===== src/rtl/bc_pkg.sv =====
// Shared Bulls-and-Cows definitions: digit geometry, LFSR polynomial and draw FSM states.
package bc_pkg;

   localparam int          BC_DIGITS = 4;
   localparam logic [3:0]  BCD_MAX   = 4'd9;
   localparam logic [15:0] LFSR_TAPS = 16'hB400;

   typedef enum logic [1:0] {
      IDLE,
      DRAW,
      FILL
   } state_t;

   // Right-shifting Galois step with the keypad bit folded into the new LSB.
   function automatic logic [15:0] lfsr_next(input logic [15:0] q, input logic ent);
      return ({1'b0, q[15:1]} ^ (q[0] ? LFSR_TAPS : 16'h0000)) ^ {15'b0, ent};
   endfunction

   function automatic logic [3:0] lfsr_digit(input logic [15:0] q);
      return q[3:0];
   endfunction

endpackage


===== src/rtl/lfsr16.sv =====
// Free-running 16-bit Galois LFSR with entropy injection; steps every cycle, no stall.
// An all-zero next state would lock up, so the seed is reloaded in its place.
module lfsr16
   import bc_pkg::*;
#(
   parameter logic [15:0] SEED = 16'hACE1
) (
   input  logic        clk,
   input  logic        rst_n,
   input  logic        entropy_in,
   output logic [15:0] q
);

   logic [15:0] r_q;
   logic [15:0] w_next;

   always_comb w_next = lfsr_next(r_q, entropy_in);

   always_ff @(posedge clk) begin
      if (!rst_n)
         r_q <= SEED;
      else if (w_next == 16'h0000)
         r_q <= SEED;
      else
         r_q <= w_next;
   end

   assign q = r_q;

endmodule


===== src/rtl/secret_gen.sv =====
// Draws a 4-digit distinct BCD secret per new_game request; 5..MAX_TRIES+5 cycles to valid.
// Requests while busy are dropped; the answer only changes at reset or a full commit.
module secret_gen
   import bc_pkg::*;
#(
   parameter logic [15:0] LFSR_SEED    = 16'hACE1,
   parameter logic [15:0] RESET_ANSWER = 16'h1234,
   parameter bit          ALLOW_LZ     = 1'b1,
   parameter int          MAX_TRIES    = 64
) (
   input  logic        clk,
   input  logic        rst_n,
   input  logic        new_game,
   input  logic        entropy_in,
   output logic [15:0] answer,
   output logic        answer_valid,
   output logic        busy
);

   localparam int            TW         = (MAX_TRIES < 1) ? 1 : $clog2(MAX_TRIES + 1);
   localparam logic [TW-1:0] TRIES_LAST = TW'(MAX_TRIES - 1);

   state_t        r_state;
   logic [9:0]    r_used;
   logic [15:0]   r_shadow;
   logic [1:0]    r_slot;
   logic [TW-1:0] r_tries;
   logic [15:0]   r_answer;
   logic          r_valid;
   logic          r_busy;

   logic [15:0]   w_lfsr;
   logic [3:0]    w_cand;
   logic          w_cand_used;
   logic          w_accept;
   logic [3:0]    w_fill_digit;
   logic [3:0]    w_digit;
   logic          w_place;
   logic [9:0]    w_used_nxt;
   logic [15:0]   w_shadow_nxt;

   lfsr16 #(.SEED(LFSR_SEED)) u_lfsr (
      .clk        (clk),
      .rst_n      (rst_n),
      .entropy_in (entropy_in),
      .q          (w_lfsr)
   );

   always_comb begin
      w_cand       = lfsr_digit(w_lfsr);
      w_cand_used  = 1'b0;
      w_fill_digit = 4'd0;
      for (int i = 0; i < 10; i++)
         if (r_used[i] && w_cand == 4'(i))
            w_cand_used = 1'b1;
      // Scan downwards so the lowest legal unused digit is the one that sticks.
      for (int i = 9; i >= 0; i--)
         if (!r_used[i] && !(!ALLOW_LZ && r_slot == 2'd0 && i == 0))
            w_fill_digit = 4'(i);

      w_accept = (w_cand <= BCD_MAX) && !w_cand_used &&
                 !(!ALLOW_LZ && r_slot == 2'd0 && w_cand == 4'd0);
      w_place  = (r_state == DRAW && w_accept) || (r_state == FILL);
      w_digit  = (r_state == FILL) ? w_fill_digit : w_cand;

      w_used_nxt = r_used;
      for (int i = 0; i < 10; i++)
         if (w_digit == 4'(i))
            w_used_nxt[i] = 1'b1;

      w_shadow_nxt = r_shadow;
      case (r_slot)
         2'd0:    w_shadow_nxt[15:12] = w_digit;
         2'd1:    w_shadow_nxt[11:8]  = w_digit;
         2'd2:    w_shadow_nxt[7:4]   = w_digit;
         default: w_shadow_nxt[3:0]   = w_digit;
      endcase
   end

   always_ff @(posedge clk) begin
      if (!rst_n) begin
         r_state  <= IDLE;
         r_used   <= '0;
         r_shadow <= '0;
         r_slot   <= '0;
         r_tries  <= '0;
         r_answer <= RESET_ANSWER;
         r_valid  <= 1'b1;
         r_busy   <= 1'b0;
      end else begin
         case (r_state)
            IDLE: begin
               if (new_game) begin
                  r_valid <= 1'b0;
                  r_busy  <= 1'b1;
                  r_slot  <= '0;
                  r_used  <= '0;
                  r_tries <= '0;
                  r_state <= (MAX_TRIES == 0) ? FILL : DRAW;
               end
            end
            DRAW, FILL: begin
               if (r_state == DRAW)
                  r_tries <= r_tries + 1'b1;
               if (w_place) begin
                  r_shadow <= w_shadow_nxt;
                  r_used   <= w_used_nxt;
               end
               if (w_place && r_slot == 2'(BC_DIGITS - 1)) begin
                  r_answer <= w_shadow_nxt;
                  r_valid  <= 1'b1;
                  r_busy   <= 1'b0;
                  r_state  <= IDLE;
               end else begin
                  if (w_place)
                     r_slot <= r_slot + 2'd1;
                  // Out of random tries with slots still open: finish deterministically.
                  if (r_state == DRAW && r_tries == TRIES_LAST)
                     r_state <= FILL;
               end
            end
            default: r_state <= IDLE;
         endcase
      end
   end

   assign answer       = r_answer;
   assign answer_valid = r_valid;
   assign busy         = r_busy;

endmodule


===== config.mk =====
export PLATFORM = sky130hd
export DESIGN_NAME = secret_gen
export DESIGN_NICKNAME = d
export VERILOG_FILES = /design/src/rtl/bc_pkg.sv /design/src/rtl/lfsr16.sv /design/src/rtl/secret_gen.sv
export SDC_FILE = /design/constraint.sdc
export NUM_CORES = 1
export LEC_CHECK = 0
export CELL_PAD_IN_SITES_DETAIL_PLACEMENT = 1
export CELL_PAD_IN_SITES_GLOBAL_PLACEMENT = 1
export CORE_MARGIN = 4
export CORE_UTILIZATION = 30
export CTS_BUF_LIST = sky130_fd_sc_hd__clkbuf_8
export CTS_CLUSTER_SIZE = 28
export DETAILED_ROUTE_END_ITERATION = 10
export GPL_TIMING_DRIVEN = 1
export PLACE_DENSITY_LB_ADDON = 0.1
export SYNTH_ARGS = -nofsm -noshare
export SYNTH_HDL_FRONTEND = slang
export SYNTH_SLANG_ARGS = --single-unit

===== constraint.sdc =====
create_clock -name clk -period 2.1 [get_ports clk]
set_input_delay 0.42 -clock clk [delete_from_list [all_inputs] [get_ports clk]]
set_output_delay 0.42 -clock clk [all_outputs]
set_load 0.1 [all_outputs]

After elaboration in Yosys (flattened, before gate mapping)
Cells that the tools add are included.
- input bits: 4
- logic and storage cells: 161
- output and inout bits: 18
- bits in registers: 71
- bitwise operators: 3
- add/subtract/negate cells: 2
- multiplexer cells: 56
- equal/unequal tests: 40
- magnitude comparators: 1
- reduce and logical (&&, ||, !) cells: 41
- operator list (operator ; count):
    two-way mux 4 bit ; 15
    AND reduction 4 bit ; 11
    equality test 4 x 3 -> 1 bit (second input constant) ; 8
    != test 2 bit (second input constant) ; 15
    two-way mux 1 bit ; 24
    two-way mux 10 bit ; 2
    one-hot mux 10 bit (2 select lines) ; 1
    equality test 4 x 2 -> 1 bit (second input constant) ; 4
    equality test 4 bit (second input constant) ; 4
    logical NOT 16 bit ; 1
    two-way mux 16 bit ; 1
    XOR 15 x 16 -> 16 bit ; 1
    XOR 16 x 1 -> 16 bit ; 1
    logical AND 1 bit ; 14
    two-way mux 7 bit ; 2
    one-hot mux 7 bit (2 select lines) ; 1
    two-way mux 2 bit ; 6
    equality test 4 x 1 -> 1 bit (second input constant) ; 2
    logical NOT 4 bit ; 2
    one-hot mux 2 bit (2 select lines) ; 2
    adder 7 x 1 -> 7 bit (second input constant) ; 1
    equality test 7 x 6 -> 1 bit (second input constant) ; 1
    equality test 2 bit (second input constant) ; 3
    AND reduction 2 bit ; 3
    other kinds (13) ; 18

Longest topological paths before layout
Gate-level depths: netlist (run 1).
- depth after elaboration: 19
- gate-level depth with buffers: 9

Modules after synthesis
A second synthesis (run 1) with hierarchy kept.
- cells, all modules: 367
- area, all modules: 3368.2 um2
- modules (own cells, without submodules) (module ; cells each ; times used ; area each (um2) ; sequential area each (um2)):
    secret_gen ; 304 ; 1 ; 2690.1 ; 1021.0
    lfsr16 ; 63 ; 1 ; 678.2 ; 320.3

Worst setup path before layout (run 1)
Ideal clock, no wire load.
- path kind: reg-to-reg
- from: register r_state[1]
- to: register r_used[6]
- slack: 0.068 ns
- clock period less this slack: 2.032 ns
- arrival time: 1.945 ns
- stages on the path, launching flop included: 8
- setup time: 0.087 ns
- cells stage by stage: dfxtp_1 inv_1 ha_1 nand2_1 o41ai_4 nor2_4 a2111o_1 o31ai_1
- cells in the longest elaborated chain, start to end: 5
- elaborated cells on any way between the ends: 14
- classes of those cells: eq/ne (6); mux (2); reduce/logical (6)
- ends and longest elaborated chain (element ; line ; text):
    from (decl) ; secret_gen.sv:23 ; state_t r_state;
    from (signal assigned) ; secret_gen.sv:99 ; r_state <= (MAX_TRIES == 0) ? FILL : DRAW;
    equality test 2 bit or equality test 2 x 1 -> 1 bit (tied branches) ; secret_gen.sv:63, secret_gen.sv:64, secret_gen.sv:91 ;
    two-way mux 4 bit or logical AND 1 bit (tied branches) ; secret_gen.sv:64, secret_gen.sv:63 ;
    equality test 4 x 3 -> 1 bit or logical OR 1 bit (tied branches) ; secret_gen.sv:68, secret_gen.sv:63 ;
    != test 2 bit (no source line) ; - ;
    AND reduction 4 bit (no source line) ; - ;
    to (signal assigned) ; secret_gen.sv:107 ; r_used <= w_used_nxt;
    to (decl) ; secret_gen.sv:24 ; logic [9:0] r_used;
Parallel ways exist; a longest one is shown, timed or not.
A chain may end at the register's enable or synchronous reset.

Worst setup path in the final report (run 1)
Ends and elaborated chain as after synthesis.

==> metrics.cfg, run 1 <==
[floorplanning]
io_pins = 22
die-area_sq_um = 11800
start_util_pct = 30.8
core_sq_um = 9820
die_x_microns = 108
row_count = 36
die_h_microns = 108

[clock_network]
cts_buffers = 9
clk_latency_ps = 360
clk_pin_slew_ps = 80
cts_root_buf = clkbuf_8
clock-sinks = 67
cts_tree = yes
hold_buffers = 0
h-tree-depth = 3
clockBufferDepth = 2

[sta]
setup_viol = 0
finClkSkew_ps = 13.8
rsz0062_at_grt = yes
hold_violations = 0
tightest_slew_ps = 562
setup_tns_ps = 0
min_period_ps = 2010
finalMaxSlewViolations = 0
finalCritPeriodShare_pct = 95.7
slew_headroom_pct = 62.3
timing.fmax_ghz = 0.497

[setup_path]
cp-end-kind = flop
critPathRequiredTime_ps = 2360
r2r_setup_slack_ps = 90
r2r_cells = 8
crit_end = r_used[6]
cp.arrival_ps = 2270
crit_start = r_state[1]
worstReg2RegEnd = r_used[6]
timing.rr.start = r_state[1]
start_kind = flop
critical_path_class = flop to flop
critPathMaxFanout = 6

[cells_and_area]
area_delta_synth_final_pct = 26.8
final_common_cell = dfxtp_1
stdcell_area_sq_um = 3840
num_antenna_cells = 0
n_fill_cell = 1191
final_cell_mix = dfxtp_1, buf_4, nor2_1, nand2_1, mux2i_1
final_nets = 404
final_cells = 530
drive_above_1_share_pct = 24.2

[grt]
grt_overflow = 0
grt_start_max_net_pins = 28
antenna_found_initial = 0
grtUsageTotal_pct = 15.3
first_global_vias = 2627
grt_pass1_wl_mm = 13.9

[worst_hold_path]
hold_path_class = flop to flop

[detailed_routing]
drcViolationCount = 0
first_iter_violations = 95
vias = 2583
vias_per_cell = 4.87
post_drt_wl_per_cell_microns = 15.8
first_pass_iters = 4
drtAntennaViolNets = 0
wl_mm = 8.36

[logic_synthesis]
syn_area_sq_um = 3030
ys_warn_count = 0
ys_types = 49
synth-seq-area-share_pct = 44.3
async_flop_share_pct = 0
ys.flop_type = dfxtp_1
ys_seq_elements = 67
syn_avg_cell_area_sq_um = 8.91
synth_edf_count = 0
syn_inst = 340
syn-num-nets = 352

[placement]
gp_congestion = 0.780
io_buffers = 21
dp_hpwl_mm = 6.09
placed_area_sq_um = 3570
placed_cells = 512

[flow_run]
maxCapViolCount = 0

[pwr]
leakage_nw = 1.55
cellPowerDensity_nw_per_um2 = 1170
ir_worst_vdd_v = 0.000565

[status]
status = finished clean

==> flip-flops by register name, indices dropped and copies added (netlist names) <==
name          count
r_state           2
answer_valid      1
r_used           10
busy              1
answer           16
r_shadow         12
r_slot            2
r_tries           7
u_lfsr.q         16
==> metrics by stage <==
| stage | power (mW) | hold slack [ps] | setup WS [ps] | utilization (%) |
|---|---|---|---|---|
| 4_1_cts | 4.51 | 441 | 2.04 | 38.9 |
| 5_1_grt | 4.82 | 453 | -28.9 | 39.1 |
| 3_5_place_dp | 3.19 | 429 | -77.6 | 36.3 |
| 6_report | 4.51 | 440 | 89.6 | 39.1 |
| 3_3_place_gp | 3.18 | 430 | 35.7 | 36.3 |
| 2_1_floorplan | 2.53 | 408 | 68.2 | - |
==> Yosys cell counts, types with 2 or more instances <==
| cell | number | area, sq um |
|---|---|---|
| nor4_1 | 4 | 25.0 |
| o21ai_0 | 16 | 80.1 |
| ha_1 | 8 | 100 |
| a211oi_1 | 4 | 30.0 |
| nor2b_1 | 2 | 12.5 |
| dfxtp_1 | 67 | 1340 |
| o31ai_1 | 4 | 30.0 |
| inv_1 | 19 | 71.3 |
| a221o_1 | 2 | 20.0 |
| nand2b_1 | 4 | 25.0 |
| buf_4 | 3 | 22.5 |
| nand2_1 | 32 | 120 |
| and2_1 | 5 | 31.3 |
| or2_2 | 6 | 37.5 |
| mux2_2 | 2 | 22.5 |
| nand4_1 | 4 | 25.0 |
| nor2_1 | 34 | 128 |
| xnor2_1 | 4 | 35.0 |
| nor3_1 | 6 | 30.0 |
| a21oi_1 | 18 | 90.1 |
| mux2i_1 | 21 | 210 |
| xor2_1 | 4 | 35.0 |
| a31oi_1 | 4 | 25.0 |
| a22oi_1 | 2 | 15.0 |
| o211ai_1 | 7 | 52.6 |
| a211o_1 | 10 | 87.6 |
| o22ai_1 | 2 | 12.5 |
| a32o_1 | 2 | 20.0 |
| nand3_1 | 9 | 45.0 |
| or3_1 | 3 | 18.8 |
| clkbuf_1 | 14 | 52.6 |
==> layout make-up <==
| cell class | count | area, sq um | share of cell area, % |
|---|---|---|---|
| well taps | 133 | 166 | 4.33 |
| repair buffers | 60 | 474 | 12.3 |
| clock inverters | 5 | 83.8 | 2.18 |
| multi-input cells | 234 | 1540 | 40.2 |
| flip-flops and latches | 67 | 1350 | 35.0 |
| clock buffers | 11 | 151 | 3.94 |
| inverters | 20 | 75.1 | 1.95 |
==> worst max-delay path: stages, from the launching register on <==
cell and delay, ps:
dfxtp_2 340, inv_1 80, ha_1 210, nand2_1 100, o41ai_4 310, buf_6 180, nor2_4 50, a2111o_1 430
o31ai_2 210
==> cells by family (layout without fill, tap and decap cells) <==
logic type | after synthesis | count (layout) | synth area share (%)
flip-flops | 67 | 67 | 44.3
AND/OR/NAND/NOR | 113 | 113 | 17.6
buffers and inverters | 39 | 96 | 5.25
adder cells (fa/ha/maj) | 8 | 8 | 3.30
AO/OA/AOI/OAI | 82 | 82 | 19.6
multiplexers | 23 | 23 | 7.68
XOR/XNOR | 8 | 8 | 2.31
==> metal layers <==
metal,GRT usage (%),part of all wire (%),vias up,wire length [microns]
met2,22.0,42,28,3510
met1,21.8,54,1233,4480
met4,6.31,1.4,0,118
met3,3.40,3.1,11,260
met5,0,0,-,0
li1,-,-,1311,-
==> repair_timing <==
| item | CTS | global route |
|---|---|---|
| setup endpoints to repair | 4 | 37 |
| gates resized for setup | 3 | 12 |
| endpoints found under the hold margin | 0 | 0 |
| pin swaps | 1 | 2 |
| setup buffers | 1 | 1 |
==> how the worst min path moves through the flow <==
stage                 startpoint          end  slack, ps  cells past startpoint
finish               u_lfsr.q[9]  u_lfsr.q[8]        440                      2
global route        u_lfsr.q[10]  u_lfsr.q[9]        450                      2
floorplan           u_lfsr.q[10]  u_lfsr.q[9]        410                      2
detailed placement   u_lfsr.q[9]  u_lfsr.q[8]        430                      2
CTS                  u_lfsr.q[9]  u_lfsr.q[8]        440                      2
global placement     u_lfsr.q[9]  u_lfsr.q[8]        430                      2
==> where the power goes <==
| part | total, mW | internal [mW] | switching [mW] |
|---|---|---|---|
| clock | 1.27 | 0.738 | 0.537 |
| sequential | 1.46 | 1.38 | 0.0829 |
| combinational | 1.78 | 0.672 | 1.10 |
Power figures use the tool's default switching activity.
==> inputs of run 2 (changes only) <==
--- a/config.mk
+++ b/config.mk
@@ -8,9 +8,9 @@
 export CELL_PAD_IN_SITES_DETAIL_PLACEMENT = 1
 export CELL_PAD_IN_SITES_GLOBAL_PLACEMENT = 1
 export CORE_MARGIN = 4
-export CORE_UTILIZATION = 30
+export CORE_UTILIZATION = 42
 export CTS_BUF_LIST = sky130_fd_sc_hd__clkbuf_8
-export CTS_CLUSTER_SIZE = 28
+export CTS_CLUSTER_SIZE = 8
 export DETAILED_ROUTE_END_ITERATION = 10
 export GPL_TIMING_DRIVEN = 1
 export PLACE_DENSITY_LB_ADDON = 0.1
==> metrics.cfg, run 2 (synthesis gave the netlist of run 1 again) <==
[grt]
grt_overflow = 0  ; unchanged
grt_pass1_wl_mm = 13.9  ; -0.10%
first_global_vias = 2737  ; +4.2%
antenna_found_initial = 0  ; unchanged
grtUsageTotal_pct = 20.7  ; +5.4 points
grt_start_max_net_pins = 32  ; +14%

[placement]
io_buffers = 21  ; unchanged
placed_area_sq_um = 3560  ; -0.25%
pre_cts_ws_ps = 7.55  ; +85.1 ps
dp_hpwl_mm = 5.91  ; -2.9%
placed_cells = 480  ; -6.3%
gp_congestion = 0.794  ; +1.8%

[pwr]
p_int_mw = 2.80  ; +0.62%
combPwrFrac_pct = 41.8  ; +2.4 points
leakage_nw = 1.60  ; +3.0%
switching_share_pct = 39.7  ; +1.4 points
pwr-share-clk_pct = 26.4  ; -1.9 points
ir_worst_vdd_v = 0.000459  ; -19%
power_switching_mw = 1.84  ; +6.8%
power_mw = 4.64  ; +3.0%
seqPwrFrac_pct = 31.7  ; -0.6 points
cellPowerDensity_nw_per_um2 = 1180  ; +0.35%

[sta]
setup_tns_ps = 0  ; unchanged
hold_ws_ps = 435  ; -4.99 ps
hold_violations = 0  ; unchanged
finalMaxSlewViolations = 0  ; unchanged
timing.fmax_ghz = 0.493  ; -0.82%
setup_viol = 0  ; unchanged
finalCritPeriodShare_pct = 96.5  ; +0.79 points
tightest_slew_ps = 448  ; -114 ps
min_period_ps = 2030  ; +16.6 ps
finClkSkew_ps = 9.45  ; -4.37 ps
timing.final.ws_setup_ps = 73.1  ; -16.6 ps
slew_headroom_pct = 69.9  ; +7.6 points
rsz0062_at_grt = yes

[cells_and_area]
n_fill_cell = 835  ; -30%
fin_util_pct = 57.1  ; +18 points
stdcell_area_sq_um = 3940  ; +2.6%
num_antenna_cells = 0  ; unchanged
area_delta_synth_final_pct = 30.1
final_common_cell = dfxtp_1
drive_above_1_share_pct = 27.6  ; +3.4 points
final_nets = 416  ; +3.0%
final_cells = 505  ; -4.7%
final_cell_mix = dfxtp_1, buf_4, nor2_1, nand2_1, mux2i_1

[status]
status = finished clean

[setup_path]
r2r_setup_slack_ps = 70  ; -20 ps
cp.buffers_inverters = 4  ; +2
start_kind = flop
critPathSlowestCell = dfxtp_1
path_cells = inv_2 > ha_4 > nand2_1 > o41ai_4 > buf_6 > o211ai_4 > buf_4 > buf_4 > a211o_1
path_common_cell = buf_4
critPathMaxFanout = 6  ; unchanged
critPathRequiredTime_ps = 2340  ; -20 ps
cp_top_family = compound AO/OA/AOI/OAI gates
cp-end-kind = flop
r2r_cells = 9  ; +1
timing.rr.start = r_state[1]
worstReg2RegEnd = answer[4]
cp.arrival_ps = 2270  ; about the same
max_stage_delay_ps = 350  ; -80 ps
critical_path_class = flop to flop

[detailed_routing]
post_drt_wl_per_cell_microns = 17.4  ; +10%
first_pass_iters = 4  ; unchanged
wl_mm = 8.78  ; +5.0%
vias_per_cell = 5.42  ; +11%
drtAntennaViolNets = 0  ; unchanged
vias = 2739  ; +6.0%
drcViolationCount = 0  ; unchanged
first_iter_violations = 74  ; -22%

[worst_hold_path]
hold_path.startpoint = u_lfsr.q[10]
min_to = u_lfsr.q[9]
hold_depth = 2  ; unchanged
hold_path_class = flop to flop

[flow_run]
maxCapViolCount = 0  ; unchanged

[floorplanning]
io_pins = 22  ; unchanged
die_x_microns = 92.9  ; -14%
row_count = 30  ; -17%
die_h_microns = 92.9  ; -14%
start_util_pct = 43.9  ; +13 points
core_sq_um = 6910  ; -30%
die-area_sq_um = 8640  ; -27%

[clock_network]
clockBufferDepth = 2  ; unchanged
cts_tree = yes
clk_latency_ps = 350  ; about the same
h-tree-depth = 3  ; unchanged
clk_pin_slew_ps = 80  ; about the same
cts_root_buf = clkbuf_8
hold_buffers = 0  ; unchanged
cts_buffers = 9  ; unchanged
clock-sinks = 67  ; unchanged

==> run 2: changes by cell type in the layout (fill, tap and decap cells not counted), sizes merged <==
cell and change:
o211ai +1, clkinv +2, buf +11, clkbuf -2
==> run 2: metal layers <==
layer  global-route usage (%)  vias up  wire, microns
met2                     33.7       32           4430
met4                     6.23        0            112
met5                        0        -              0
met1                     26.7     1360           3980
met3                     5.52        9            260
li1                         -     1338              -
==> run 2: worst register-to-register path: cells and delay by family (launching register included) <==
kind | cells | cell delay, ps
flip-flops | 1 | 350
AND/OR/NAND/NOR | 1 | 90
AO/OA/AOI/OAI | 3 | 740
buffers and inverters | 4 | 590
adder cells (fa/ha/maj) | 1 | 160
==> run 2: cell type report <==
| cell class | instances | area [sq um] | share of cell area [%] |
|---|---|---|---|
| Clock buffer | 9 | 124 | 3.14 |
| Multi-Input combinational cell | 235 | 1610 | 40.9 |
| Inverter | 20 | 75.1 | 1.90 |
| Sequential cell | 67 | 1350 | 34.2 |
| Clock inverter | 7 | 101 | 2.57 |
| Tap cell | 96 | 120 | 3.05 |
| Timing Repair Buffer | 71 | 564 | 14.3 |
==> run 2: power by group through the flow <==
stage                     registers (mW)  logic (mW)  clock network, mW
after global placement              1.49        1.71                  0
after global routing                1.49        2.10               1.31
final                               1.47        1.94               1.23
after CTS                           1.46        1.78               1.26
after detailed placement            1.49        1.75                  0
after floorplan                     1.57       0.957                  0
==> run 2: worst max path at each step <==
stage                           start        end  slack [ps]  cells past startpoint
after floorplan            r_state[1]  r_used[6]          70                      7
after global placement    u_lfsr.q[0]  r_used[6]          40                      6
after detailed placement  u_lfsr.q[0]  r_used[6]           8                      6
after CTS                  r_state[1]  r_used[6]         0.1                      8
after global routing      u_lfsr.q[0]  r_used[6]         -10                      8
final                      r_state[1]  answer[4]          70                      9
==> run 2: what timing repair did <==
item,4_1_cts,5_1_grt
gates resized for setup,1,23
endpoints found under the setup margin,3,26
hold endpoints to repair,0,0
pin swaps,1,7
setup buffers,3,5
cloned,0,1
==> inputs of run 3 (changes only) <==
--- a/config.mk
+++ b/config.mk
@@ -5,10 +5,11 @@
 export SDC_FILE = /design/constraint.sdc
 export NUM_CORES = 1
 export LEC_CHECK = 0
+export ABC_AREA = 1
 export CELL_PAD_IN_SITES_DETAIL_PLACEMENT = 1
 export CELL_PAD_IN_SITES_GLOBAL_PLACEMENT = 1
 export CORE_MARGIN = 4
-export CORE_UTILIZATION = 42
+export CORE_UTILIZATION = 40
 export CTS_BUF_LIST = sky130_fd_sc_hd__clkbuf_8
 export CTS_CLUSTER_SIZE = 8
 export DETAILED_ROUTE_END_ITERATION = 10
==> metrics.cfg, run 3 <==
[status]
status = finished clean

[pwr]
cellPowerDensity_nw_per_um2 = 1170  ; -0.70%
leakage_nw = 1.52  ; -5.2%
seqPwrFrac_pct = 36.8  ; +5.1 points
combPwrFrac_pct = 31.2  ; -11 points
p_int_mw = 2.65  ; -5.2%
power_mw = 4.19  ; -9.8%
switching_share_pct = 36.6  ; -3.0 points
pwr-share-clk_pct = 32.0  ; +5.6 points
ir_worst_vdd_v = 0.000472  ; +3.0%
power_switching_mw = 1.53  ; -17%

[sta]
finalCritPeriodShare_pct = 92.8  ; -3.7 points
setup_viol = 0  ; unchanged
finalMaxSlewViolations = 0  ; unchanged
tightest_slew_ps = 422  ; -26.2 ps
hold_violations = 0  ; unchanged
finClkSkew_ps = 7.89  ; -1.56 ps
slew_headroom_pct = 71.8  ; +1.9 points
hold_ws_ps = 435  ; -0.101 ps
rsz0062_at_grt = yes
setup_tns_ps = 0  ; unchanged
min_period_ps = 1950  ; -78.0 ps
timing.fmax_ghz = 0.513  ; +4.0%
timing.final.ws_setup_ps = 151  ; +78.0 ps

[grt]
grt_pass1_wl_mm = 13.6  ; -1.8%
first_global_vias = 2881  ; +5.3%
grtUsageTotal_pct = 19.3  ; -1.4 points
grt_overflow = 0  ; unchanged
antenna_found_initial = 0  ; unchanged
grt_start_max_net_pins = 17  ; -47%

[detailed_routing]
first_iter_violations = 99  ; +34%
drtAntennaViolNets = 0  ; unchanged
vias = 2720  ; -0.69%
drcViolationCount = 0  ; unchanged
vias_per_cell = 4.98  ; -8.2%
wl_mm = 7.70  ; -12%
post_drt_wl_per_cell_microns = 14.1  ; -19%
first_pass_iters = 4  ; unchanged

[logic_synthesis]
syn_avg_cell_area_sq_um = 7.34  ; -18%
syn_inst = 409  ; +20%
synth_fa_ha_area_share_pct = 3.33  ; +0.030 points
yosys.area.top_type_share_pct = 44.7  ; +0.41 points
synth-seq-area-share_pct = 44.7  ; +0.41 points
async_flop_share_pct = 0  ; unchanged
ys_types = 31  ; -37%
syn_area_sq_um = 3000  ; -0.91%
synth_compound_area_share_pct = 13.8  ; -5.9 points
yosysMostFrequentCell = nand2_1
ys.flop_type = dfxtp_1
synthTopCellsByCount = nand2_1, dfxtp_1, inv_1
yosys.area_share.simple_pct = 26.3  ; +8.8 points
ys_warn_count = 0  ; unchanged
syn-num-nets = 421  ; +20%
yosys.area_share.xor_xnor_pct = 2.04  ; -0.27 points
ys_seq_elements = 67  ; unchanged
synth_mux_area_share_pct = 0  ; -7.7 points
synth_edf_count = 0  ; unchanged
yosys-top-cells-area = dfxtp_1, nand2_1, inv_1
synth_top_family_by_area = simple AND/OR/NAND/NOR gates
synth_top_area_cell = dfxtp_1

[placement]
pre_cts_ws_ps = 138  ; +130 ps
gp_congestion = 0.815  ; +2.6%
placed_cells = 530  ; +10%
dp_hpwl_mm = 5.84  ; -1.2%
placed_area_sq_um = 3320  ; -6.7%
io_buffers = 21  ; unchanged

[cells_and_area]
final_common_cell = nand2_1
drive_above_1_share_pct = 15.2  ; -12 points
area_delta_synth_final_pct = 19.3
final_cells = 546  ; +8.1%
final_cell_mix = nand2_1, dfxtp_1, inv_1, nor2_1, a21oi_1
num_antenna_cells = 0  ; unchanged
n_fill_cell = 963  ; +15%
stdcell_area_sq_um = 3580  ; -9.1%
final_nets = 454  ; +9.1%
fin_util_pct = 49.1  ; -8.0 points

[setup_path]
cp.arrival_ps = 2220  ; -50 ps
critPathMaxFanout = 8  ; +2
start_kind = flop
r2r_setup_slack_ps = 150  ; +80 ps
critical_path_class = flop to flop
critPathRequiredTime_ps = 2370  ; +30 ps
cp-end-kind = flop

[clock_network]
clk_latency_ps = 340  ; about the same
cts_root_buf = clkbuf_8
clockBufferDepth = 2  ; unchanged
cts_tree = yes
cts_buffers = 9  ; unchanged
clock-sinks = 67  ; unchanged
post_cts_buffers = 0  ; -3
clk_pin_slew_ps = 80  ; about the same
h-tree-depth = 3  ; unchanged

[floorplanning]
die_h_microns = 94.6  ; +1.8%
die_x_microns = 94.6  ; +1.8%
core_sq_um = 7290  ; +5.6%
row_count = 31  ; +3.3%
start_util_pct = 41.2  ; -2.7 points
io_pins = 22  ; unchanged
die-area_sq_um = 8950  ; +3.7%

[worst_hold_path]
hold_path_class = flop to flop

[flow_run]
maxCapViolCount = 0  ; unchanged

==> run 3: cell count changes after synthesis, sizes merged, moves of 6 or more <==
cell / delta
a21oi: +19
nor2: +6
nand4: +6
clkbuf: -10
inv: +36
nand3: +13
mux2i: -21
a211o: -10
o21ai: +18
nand2: +69
o211ai: -7
==> run 3: final cells by class <==
type | instances | area (sq um) | area share [%]
Multi-Input combinational cell | 274 | 1380 | 38.4
Timing Repair Buffer | 35 | 283 | 7.90
Clock buffer | 10 | 138 | 3.84
Inverter | 55 | 206 | 5.77
Clock inverter | 6 | 111 | 3.11
Tap cell | 99 | 124 | 3.46
Sequential cell | 67 | 1340 | 37.5
==> run 3: worst max-delay path: stages (launching register included) <==
cell and delay (ps):
dfxtp_1 320, inv_1 100, ha_1 220, nand3_1 130, nor2_1 150, nand3_1 90
nand2_1 330, nand2_1 120, o21ai_0 140, o21ai_0 140, a21oi_1 130
==> run 3: cell families (layout without fill, tap and decap cells) <==
logic type / after synthesis / count (layout)
AOI/OAI and AO/OA: 78 / 78
xor gates and xnor gates: 7 / 7
adders and majority gates: 8 / 8
buffers and inverters: 68 / 106
DFF: 67 / 67
and+or+nand+nor: 181 / 181
==> run 3: timing repair <==
action	4_1_cts	5_1_grt
endpoints found under the setup margin	0	8
hold buffers	0	0
gates resized for setup	0	5
==> run 3: power by group through the flow <==
stage	registers, mW	clock network, mW	logic, mW
2_1_floorplan	1.67	0	0.857
3_3_place_gp	1.56	0	1.25
3_5_place_dp	1.57	0	1.28
4_1_cts	1.54	1.37	1.30
5_1_grt	1.56	1.42	1.50
6_report	1.54	1.34	1.31
==> run 3: routing by layer <==
layer  global-route usage, %  part of all wire, %
met2                    32.4                   49
met4                    7.93                  1.2
met3                    3.27                  2.3
met5                       0                    0
met1                    24.5                   48
==> run 3: path summary, 6_finish.rpt <==
| check | start | end | depth (start not counted) |
|---|---|---|---|
| hold / removal | u_lfsr.q[8] | u_lfsr.q[7] | 2 |
| hold reg to reg | u_lfsr.q[8] | u_lfsr.q[7] | 2 |
| setup reg to reg | r_state[0] | r_shadow[15] | 10 |
| setup / recovery | r_state[0] | r_shadow[15] | 10 |
